File: src/rtl/fetch_pkg.sv
// fetch_pkg: shared state encoding and length helpers for the instruction fetch stage
package fetch_pkg;
  typedef enum logic [2:0] {S_OP, S_OPW, S_B1W, S_B2W, S_PRES} state_t;
  localparam logic [1:0] LEN1 = 2'd1;
  localparam logic [1:0] LEN2 = 2'd2;
  localparam logic [1:0] LEN3 = 2'd3;
  function automatic logic [1:0] norm_len(input logic [1:0] l);
    return (l == 2'd0) ? LEN1 : l;
  endfunction
endpackage

File: src/rtl/inst_fetch_unit.sv
// inst_fetch_unit: fetches opcode plus 0-2 operand bytes and presents the bundle via valid/ready
module inst_fetch_unit
  import fetch_pkg::*;
#(
  parameter logic [15:0] RESET_PC = 16'h0200
) (
  input  logic        clk,
  input  logic        rst_n,
  output logic [15:0] mem_addr,
  output logic        mem_rd,
  input  logic [7:0]  mem_rdata,
  output logic [7:0]  len_opcode,
  input  logic [1:0]  len_in,
  output logic        inst_valid,
  input  logic        inst_ready,
  output logic [7:0]  inst_opcode,
  output logic [7:0]  inst_op1,
  output logic [7:0]  inst_op2,
  output logic [1:0]  inst_len,
  output logic [15:0] inst_pc,
  input  logic        redirect_valid,
  input  logic [15:0] redirect_pc
);
  state_t      state;
  logic [15:0] pc;
  logic [1:0]  len_now;
  logic        rd_op, rd_b1, rd_b2;
  always_comb begin
    len_now    = norm_len(len_in);
    len_opcode = (state == S_OPW) ? mem_rdata : 8'h00;
    rd_op      = state == S_OP;
    rd_b1      = state == S_OPW && len_now != LEN1;
    rd_b2      = state == S_B1W && inst_len == LEN3;
    // a redirect cycle issues no read, and reset forces the bus idle at once
    mem_rd     = rst_n && !redirect_valid && (rd_op || rd_b1 || rd_b2);
    mem_addr   = !mem_rd ? 16'h0000 : rd_op ? pc : rd_b1 ? pc + 16'd1 : pc + 16'd2;
  end
  always_ff @(posedge clk or negedge rst_n) begin
    if (!rst_n) begin
      state       <= S_OP;
      pc          <= RESET_PC;
      inst_valid  <= 1'b0;
      inst_opcode <= 8'h00;
      inst_op1    <= 8'h00;
      inst_op2    <= 8'h00;
      inst_len    <= 2'd0;
      inst_pc     <= 16'h0000;
    end else if (redirect_valid) begin
      state       <= S_OP;
      pc          <= redirect_pc;
      inst_valid  <= 1'b0;
      inst_opcode <= 8'h00;
      inst_op1    <= 8'h00;
      inst_op2    <= 8'h00;
      inst_len    <= 2'd0;
    end else begin
      case (state)
        S_OP: state <= S_OPW;
        S_OPW: begin
          inst_opcode <= mem_rdata;
          inst_len    <= len_now;
          inst_op1    <= 8'h00;
          inst_op2    <= 8'h00;
          if (len_now == LEN1) begin
            state      <= S_PRES;
            inst_valid <= 1'b1;
            inst_pc    <= pc;
            pc         <= pc + 16'd1;
          end else begin
            state <= S_B1W;
          end
        end
        S_B1W: begin
          inst_op1 <= mem_rdata;
          if (inst_len == LEN3) begin
            state <= S_B2W;
          end else begin
            state      <= S_PRES;
            inst_valid <= 1'b1;
            inst_pc    <= pc;
            pc         <= pc + {14'd0, inst_len};
          end
        end
        S_B2W: begin
          inst_op2   <= mem_rdata;
          state      <= S_PRES;
          inst_valid <= 1'b1;
          inst_pc    <= pc;
          pc         <= pc + {14'd0, inst_len};
        end
        S_PRES: begin
          if (inst_ready) begin
            inst_valid <= 1'b0;
            state      <= S_OP;
          end
        end
        default: state <= S_OP;
      endcase
    end
  end
endmodule

File: config.mk
export PLATFORM = sky130hd
export DESIGN_NAME = inst_fetch_unit
export DESIGN_NICKNAME = d
export VERILOG_FILES = /design/src/rtl/fetch_pkg.sv /design/src/rtl/inst_fetch_unit.sv
export SDC_FILE = /design/constraint.sdc
export NUM_CORES = 1
export LEC_CHECK = 0
export CAP_MARGIN = 25
export CORE_MARGIN = 5
export CORE_UTILIZATION = 50
export DETAILED_ROUTE_END_ITERATION = 7
export PLACE_DENSITY = 0.81
export SYNTH_ARGS = -nofsm -noshare
export SYNTH_HDL_FRONTEND = slang
export SYNTH_SLANG_ARGS = --single-unit
File: constraint.sdc
create_clock -name clk -period 2.5 [get_ports clk]
set_input_delay 0.25 -clock clk [delete_from_list [all_inputs] [get_ports clk]]
set_output_delay 0.25 -clock clk [all_outputs]
set_load 0.01 [all_outputs]
Word level (Yosys, flattened, before mapping)
Cells that the tools add are included.

storage, ports and cells
  flip-flop bits (word level) = 62
  output and inout port bits = 68
  logic and storage cells = 72

operators by class
  add/subtract/negate cells = 3
  equality and inequality tests = 12
  multiplexer cells = 30
  bitwise gates (word level) = 1
  reduce and logical (&&, ||, !) cells = 18

operators by type and width
  operator                 number
  $mux W16                 8
  $pmux W16 S3             2
  $mux W8                  5
  $pmux W8 S2              2
  $add A16 B1 Y16 const B  1
  $add A16 B2 Y16          1
  $add A16 B2 Y16 const B  1
  $pmux W3 S5              1
  $mux W3                  4
  $reduce_bool A3 Y1       3
  $reduce_and A4 Y1        2
  $eq A3 B2 Y1 const B     2
  $mux W2                  3
  $ne A3 B3 Y1 const B     2
  $reduce_bool A5 Y1       1
  $logic_and A1 B1 Y1      4
  $mux W1                  4
  $ne A2 B1 Y1 const B     2
  $pmux W1 S4              1
  $reduce_bool A4 Y1       1
  $eq A3 B1 Y1 const B     1
  $eq A3 B3 Y1 const B     1
  $logic_not A3 Y1         1
  $ne A3 B2 Y1 const B     1
  other kinds (9)          10

Depth between registers and ports, before layout
Gate-level depths: netlist of run 1.

  depth after elaboration = 8
  depth in mapped cells = 8
  mapped depth without buffers = 8

Worst setup path before layout of run 1
Ideal clock, no wire load.

  kind = flip-flop to flip-flop
  from = register inst_len[0]
  to = register pc[8]
  setup time = 0.125 ns
  arrival = 2.076 ns
  slack = 0.299 ns
  stages on the path, launching flop included = 8
  clock period less this slack = 2.201 ns
  cells stage by stage = dfrtp_1 > ha_1 > inv_1 > fa_1 > or3_4 > a2111oi_4 > xor2_1 > mux2_2

on the way
  longest elaborated chain between the ends = 4
  elaborated cells between the ends (all ways) = 7
  classes of those cells = add/sub: 1; eq/ne: 2; mux: 3; reduce/logical: 1

ends and longest elaborated chain
  what                    line                                          text
  from (decl)             inst_fetch_unit.sv:19                         output logic [1:0] inst_len,
  from (signal assigned)  inst_fetch_unit.sv:61                         inst_len <= len_now;
  $add A16 B2 Y16         inst_fetch_unit.sv:81, inst_fetch_unit.sv:89
  $mux W16                inst_fetch_unit.sv:75                         if (inst_len == LEN3) begin
  $pmux W16 S3            inst_fetch_unit.sv:57                         case (state)
  $mux W16                inst_fetch_unit.sv:48                         end else if (redirect_valid) begin
  to (signal assigned)    inst_fetch_unit.sv:50                         pc <= redirect_pc;
  to (signal assigned)    inst_fetch_unit.sv:81                         pc <= pc + {14'd0, inst_len};
  to (signal assigned)    inst_fetch_unit.sv:89                         pc <= pc + {14'd0, inst_len};
  to (decl)               inst_fetch_unit.sv:25                         logic [15:0] pc;

Parallel ways exist; a longest one is shown, timed or not. The select of a mux whose other input is x is not followed.
A chain may end at the register's enable or synchronous reset.

Worst setup path in the final report of run 1
  from = register pc[9]
  to = output mem_addr[11]

on the way
  longest elaborated chain between the ends = 4
  elaborated cells between the ends (all ways) = 5
  classes of those cells = add/sub: 2; mux: 3

ends and longest elaborated chain
  what                                                       line                   text
  from (signal assigned)                                     inst_fetch_unit.sv:50
  from (signal assigned)                                     inst_fetch_unit.sv:68  pc <= pc + 16'd1;
  from (signal assigned)                                     inst_fetch_unit.sv:81
  $add A16 B2 Y16 / $add A16 B1 Y16 (equally long branches)  inst_fetch_unit.sv:36  mem_addr = !mem_rd ? 16'h0000 : rd_op ? pc : rd_b1 ? pc + 16'd1 : pc + 16'd2;
  $mux W16 * (3 in series)                                   inst_fetch_unit.sv:36
  to (decl)                                                  inst_fetch_unit.sv:9   output logic [15:0] mem_addr,

Mark *: on every way between the ends. The rest lies on a longest branch, timed or not.

==> results.ini, run 1 <==
[drt]
via_per_inst=5.69
drtIter0Drc=247
antenna_left=0
top_layer=met4
wl_met2_mm=5.61
met1_length_mm=4.76
vias=3769
dr_wl_met3_mm=1.02
drc=0
drt-total-wl_mm=11.9
drt_pass1_iterations=5
wl_per_cell_um=18.0

[global_routing]
grt_pass1_wl_mm=19.1
antenna_found_initial=0
grt_remaining_overflow=0
grt_max_degree=63
grt_pass1_vias=3924
grt_usage=0.249

[setup_path]
crit_path_start_kind=register
crit_type=register to output pin
crit_slowest_cell=dfstp_2
required_ps=2250
r2r_cells=7
r2r-end=pc[8]
slowest_delay_ps=550
path_cells=buf_4, nand4_1, or2_2, or3_1, a21oi_1, clkdlybuf4s15_1
cp.arrival_ps=2200
setup.worst_path.end_class=output pin
rrSetupSlack_ps=130
worstReg2RegStart=pc[1]
worstPathMaxFanout=5

[synthesis]
ys_ff_latch=62
ys_seq_area_frac=0.406
muxShareOfSynthArea=0.0575
ys_warn_count=0
synth_simple_gate_area_frac=0.238
yosys.area.top_type_share=0.399
synth.net_count=460
synth_most_common_cell=dfrtp_1
synth-edff-count=0
synth_common_cells=dfrtp_1 (61), nand2_1 (53), nor2_1 (42)
avgSynthCellArea_sq_um=9.01
synth_cells=425
synth_ff_type=dfrtp_1
synthDistinctLibCells=70
async_flop_share=1.00
synth_top_family_by_area=simple AND/OR/NAND/NOR gates
yosysTopAreaCell=dfrtp_1
synth_compound_area_frac=0.159
synth_adder_area_share=0.0183
synth_area_leaders=dfrtp_1 (40%), nand2_1 (5.2%), a21oi_1 (4.8%), mux2_2 (4.7%), nor2_1 (4.1%)
netlist_area_sq_um=3830
synth-xor-area-share=0.0503

[clock_tree]
numCtsBuffers=9
cts.path.max_buffers=2
cts_root_buf=clkbuf_8
insertion_delay_ps=350
htreeDepth=3
cts_hold_buf=0
path_clk_slew_ps=70
cts_tree=built
clkSinkCount=62

[placed_design]
dp_hpwl_mm=8.61
gp_congestion=0.943
io_buffers=97

[sta]
hold_viol_final=0
rsz0062_at_grt=false
fmax_ghz=0.408
holdWs_ps=102
tightest_slew_ps=798
slew_headroom=0.468
skew_ps=7.43
finalCriticalPeriod_ps=2450
slew_violations=0
tns_ps=0
setup_viol=0
post-route-period-util=0.980

[cells_and_area]
n_antenna_cell=0
register_area_sq_um=1560
syn_to_final_growth_pct=41.8
multiInputGateArea_sq_um=2080
fill_cells=611
drive_above_1_share=0.232
final_nets=590

[die]
core_sq_um=7610
fp.dieW_um=97.5
fp.dieH_um=97.5
die-area_sq_um=9510
row_count=32
initial_core_util=0.503
io_pins=98

[worst_hold_path]
hp-class=primary input to async pin

[power]
p_per_area_nw_per_um2=651
leakage_nw=2.28
peakVddDrop_mv=0.354

[flow_run]
max-cap-violations=0

[outcome]
status=finished, final reports clean

-- worst max-delay path: cells and delay by family, from the launching register on --
family / cells / cell delay (ps)
simple gates: 3 / 750
compound gates: 1 / 150
flops: 1 / 550
buf+inv: 2 / 390
-- through the flow --
stage               utilization  power (W)  std cells  instance area (sq um)  setup slack [ps]
finish                    0.714    0.00354        662                   5430              49.9
global route              0.714    0.00371        662                   5430              3.68
CTS                       0.708    0.00354        661                   5390              8.24
detailed placement        0.670    0.00252        640                   5090              -380
global placement          0.670    0.00248        640                   5090              -294
floorplan                     -    0.00188        425                   3830               299
-- layout make-up --
type / instances / area share
multi-input combinational: 313 / 0.383
clock buffer: 9 / 0.0228
clock inverter: 7 / 0.0180
timing repair buffer: 153 / 0.254
inverter: 16 / 0.0111
sequential: 62 / 0.288
tap: 102 / 0.0235
-- placed cells by master, fill, tap and decap left out, types with 9 or more instances in the layout --
master and instances:
clkdlybuf4s50_1 78, buf_4 55, dfrtp_1 53, nand2_1 52, nor2_1 42, a21oi_1 37
mux2_2 16, inv_1 15, xnor2_1 15, dlygate4sd2_1 15, nand3_1 14, o21ai_0 13
clkbuf_8 9
-- worst max-delay path by stage --
stage	start	slack, ps	cells after the start	end
after global placement	len_in[1]	-290	8	mem_addr[12]
after floorplan	inst_len[0]	300	7	pc[8]
after detailed placement	len_in[1]	-380	8	mem_addr[10]
after CTS	state[1]	8	6	len_opcode[2]
final	pc[9]	50	6	mem_addr[11]
after global routing	pc[9]	4	6	mem_addr[11]
-- metal layers --
| metal | up-vias | GRT usage |
|---|---|---|
| li1 | 1759 | - |
| met1 | 1789 | 0.284 |
| met2 | 173 | 0.411 |
| met3 | 48 | 0.0833 |
| met4 | 0 | 0.134 |
| met5 | - | 0 |
-- state kept, by name (all words and copies together) (netlist names) --
name / count
inst_len: 2
inst_op1: 8
inst_op2: 8
inst_opcode: 8
inst_pc: 16
inst_valid: 1
pc: 16
state: 3
-- power by group --
part | switching, W | internal (W)
Combinational | 0.000586 | 0.000645
Sequential | 0.000127 | 0.00118
Clock | 0.000437 | 0.000564
Total | 0.00115 | 0.00239
-- cell families after synthesis --
kind of cell	count (synthesis)
simple gates	170
compound gates	96
flops	62
buf+inv	50
xor+xnor	22
mux	20
fa+ha+maj	5
-- what timing repair did --
| action | 4_1_cts | 5_1_grt |
|---|---|---|
| buffers inserted | 5 | 1 |
| pin swaps | 3 | 0 |
| gates resized for setup | 35 | 7 |
| endpoints found under the setup margin | 16 | 15 |
Note: power is estimated with default switching activity, not from simulation.
==> run 2: changes to the inputs <==
--- a/config.mk
+++ b/config.mk
@@ -5,11 +5,11 @@
 export SDC_FILE = /design/constraint.sdc
 export NUM_CORES = 1
 export LEC_CHECK = 0
-export CAP_MARGIN = 25
 export CORE_MARGIN = 5
-export CORE_UTILIZATION = 50
+export CORE_UTILIZATION = 45
 export DETAILED_ROUTE_END_ITERATION = 7
-export PLACE_DENSITY = 0.81
+export PLACE_DENSITY = 0.74
+export REMOVE_ABC_BUFFERS = 1
 export SYNTH_ARGS = -nofsm -noshare
 export SYNTH_HDL_FRONTEND = slang
 export SYNTH_SLANG_ARGS = --single-unit
==> results.ini, run 2 (synthesis gave the netlist of run 1 again) <==
[global_routing]
grt_usage=0.238  ; -0.0112
grt_pass1_vias=3877  ; -1.2%
grt_max_degree=63  ; unchanged
grt_remaining_overflow=0  ; unchanged
grt_pass1_wl_mm=19.5  ; +2.1%
antenna_found_initial=0  ; unchanged

[clock_tree]
clkSinkCount=62  ; unchanged
cts_tree=built
insertion_delay_ps=340  ; about the same
cts_hold_buf=0  ; unchanged
htreeDepth=3  ; unchanged
cts.path.max_buffers=2  ; unchanged
path_clk_slew_ps=80  ; about the same
cts_root_buf=clkbuf_8
numCtsBuffers=9  ; unchanged

[die]
die-area_sq_um=10500  ; +9.9%
core_sq_um=8260  ; +8.6%
fp.dieH_um=102  ; +4.9%
initial_core_util=0.464  ; -0.0397
row_count=33  ; +3.1%
fp.dieW_um=102  ; +4.9%
io_pins=98  ; unchanged

[power]
p_clk_frac=0.232  ; -0.051
power_frac_comb=0.381  ; +0.033
leakage_nw=2.34  ; +2.5%
p_per_area_nw_per_um2=604  ; -7.2%
p_seq_frac=0.387  ; +0.018
switching_share=0.343  ; +0.0174
total_power_w=0.00335  ; -5.2%
switching_power_w=0.00115  ; -0.14%
peakVddDrop_mv=0.364  ; +2.8%
intPower_w=0.00220  ; -7.7%

[cells_and_area]
register_area_sq_um=1560  ; about the same
final_nets=607  ; +2.9%
fill_cells=676  ; +11%
drive_above_1_share=0.277  ; +0.0452
syn_to_final_growth_pct=44.8
multiInputGateArea_sq_um=2130  ; +2.5%
n_antenna_cell=0  ; unchanged
final_cells=682  ; +3.0%
mostFrequentLayoutCells=clkdlybuf4s50_1 (77), buf_4 (73), nand2_1 (53), dfrtp_1 (52), nor2_1 (41)
reg_top3=inst_pc x16, pc x16
layout_commonest_cell=clkdlybuf4s50_1

[drt]
drtIter0Drc=257  ; +4.0%
dr_wl_met3_um=688  ; -33%
wl_per_cell_um=17.4  ; -3.3%
top_layer=met4
wl_met2_mm=5.66  ; +1.0%
drc=0  ; unchanged
met1_length_mm=5.27  ; +11%
via_per_inst=5.61  ; -1.5%
vias=3824  ; +1.5%
antenna_left=0  ; unchanged
drt_pass1_iterations=5  ; unchanged
drt-total-wl_mm=11.9  ; -0.43%

[setup_path]
setup.worst_path.end_class=output pin
crit_path_start_kind=register
required_ps=2250  ; about the same
cp.arrival_ps=2190  ; about the same
worstPathMaxFanout=7  ; +2
rrSetupSlack_ps=120  ; about the same
crit_type=register to output pin

[placed_design]
post-place-ws_ps=-325  ; +54.6 ps
dp_cells=649  ; +1.4%
dp_hpwl_mm=8.49  ; -1.4%
gp_congestion=0.879  ; -6.8%
io_buffers=97  ; unchanged

[sta]
post-route-period-util=0.977  ; -0.00260
tightest_slew_ps=816  ; +18.2 ps
tns_ps=0  ; unchanged
fmax_ghz=0.409  ; +0.27%
hold_viol_final=0  ; unchanged
slew_violations=0  ; unchanged
rsz0062_at_grt=true
holdWs_ps=93.5  ; -8.55 ps
slew_headroom=0.456  ; -0.0121
fin_ws_ps=56.4  ; +6.50 ps
finalCriticalPeriod_ps=2440  ; -6.50 ps
skew_ps=8.34  ; +0.910 ps
setup_viol=0  ; unchanged

[worst_hold_path]
hp-class=primary input to async pin

[outcome]
status=finished, final reports clean

[flow_run]
max-cap-violations=0  ; unchanged

-- run 2: cell count changes in the layout (fill, tap and decap cells not counted), moves of 2 or more --
cell,before,now
nor4_1,4,1
bufinv_16,2,0
nor4_2,1,4
clkbuf_2,0,3
dlygate4sd2_1,15,10
clkinv_2,1,3
buf_4,55,73
-- run 2: critical path, cell delays in order (launching register included) --
cell and delay, ps:
dfrtp_2 460, or3_1 410, o211ai_1 110, buf_4 170
buf_4 130, nor3_1 60, xnor2_1 180, nor2_1 50
dlygate4sd2_1 280
-- run 2: cell type report --
| cell class | instances | area share |
|---|---|---|
| Multi-Input combinational cell | 313 | 0.385 |
| Sequential cell | 62 | 0.282 |
| Timing Repair Buffer | 170 | 0.269 |
| Tap cell | 105 | 0.0237 |
| Clock buffer | 10 | 0.0230 |
| Inverter | 16 | 0.0108 |
| Clock inverter | 6 | 0.00699 |
-- run 2: path summary, 6_finish.rpt --
check	from	endpoint	cells past startpoint
max in group asynchronous	rst_n	pc[7]	2
setup reg to reg	pc[0]	pc[8]	8
min in group clk	redirect_pc[6]	pc[6]	3
hold reg to reg	inst_pc[11]	inst_pc[11]	2
setup / recovery	state[1]	mem_addr[9]	8
hold / removal	rst_n	inst_pc[9]	2
-- run 2: power groups by stage --
stage / Sequential, W / Clock [W] / Combinational (W)
floorplan: 0.00140 / 0 / 0.000415
global placement: 0.00131 / 0 / 0.00118
detailed placement: 0.00132 / 0 / 0.00120
CTS: 0.00129 / 0.000805 / 0.00127
global route: 0.00132 / 0.000859 / 0.00138
finish: 0.00130 / 0.000779 / 0.00128
-- run 2: metrics by stage --
stage / util / cell area [sq um]
6_report: 0.672 / 5550
3_5_place_dp: 0.623 / 5140
3_3_place_gp: 0.623 / 5140
4_1_cts: 0.668 / 5520
5_1_grt: 0.672 / 5550
2_1_floorplan: - / 3620
-- run 2: timing repair --
action / CTS / global route
cloned: 0 / 0
pin swaps: 4 / 4
setup buffers: 16 / 1
endpoints found under the setup margin: 20 / 19
hold endpoints to repair: 0 / 0
resized for setup: 48 / 17
-- run 2: per-layer routing --
metal  vias up  GRT usage
li1       1793          -
met1      1858      0.330
met2       148      0.375
met3        25     0.0389
met4         0     0.0898
met5         -          0
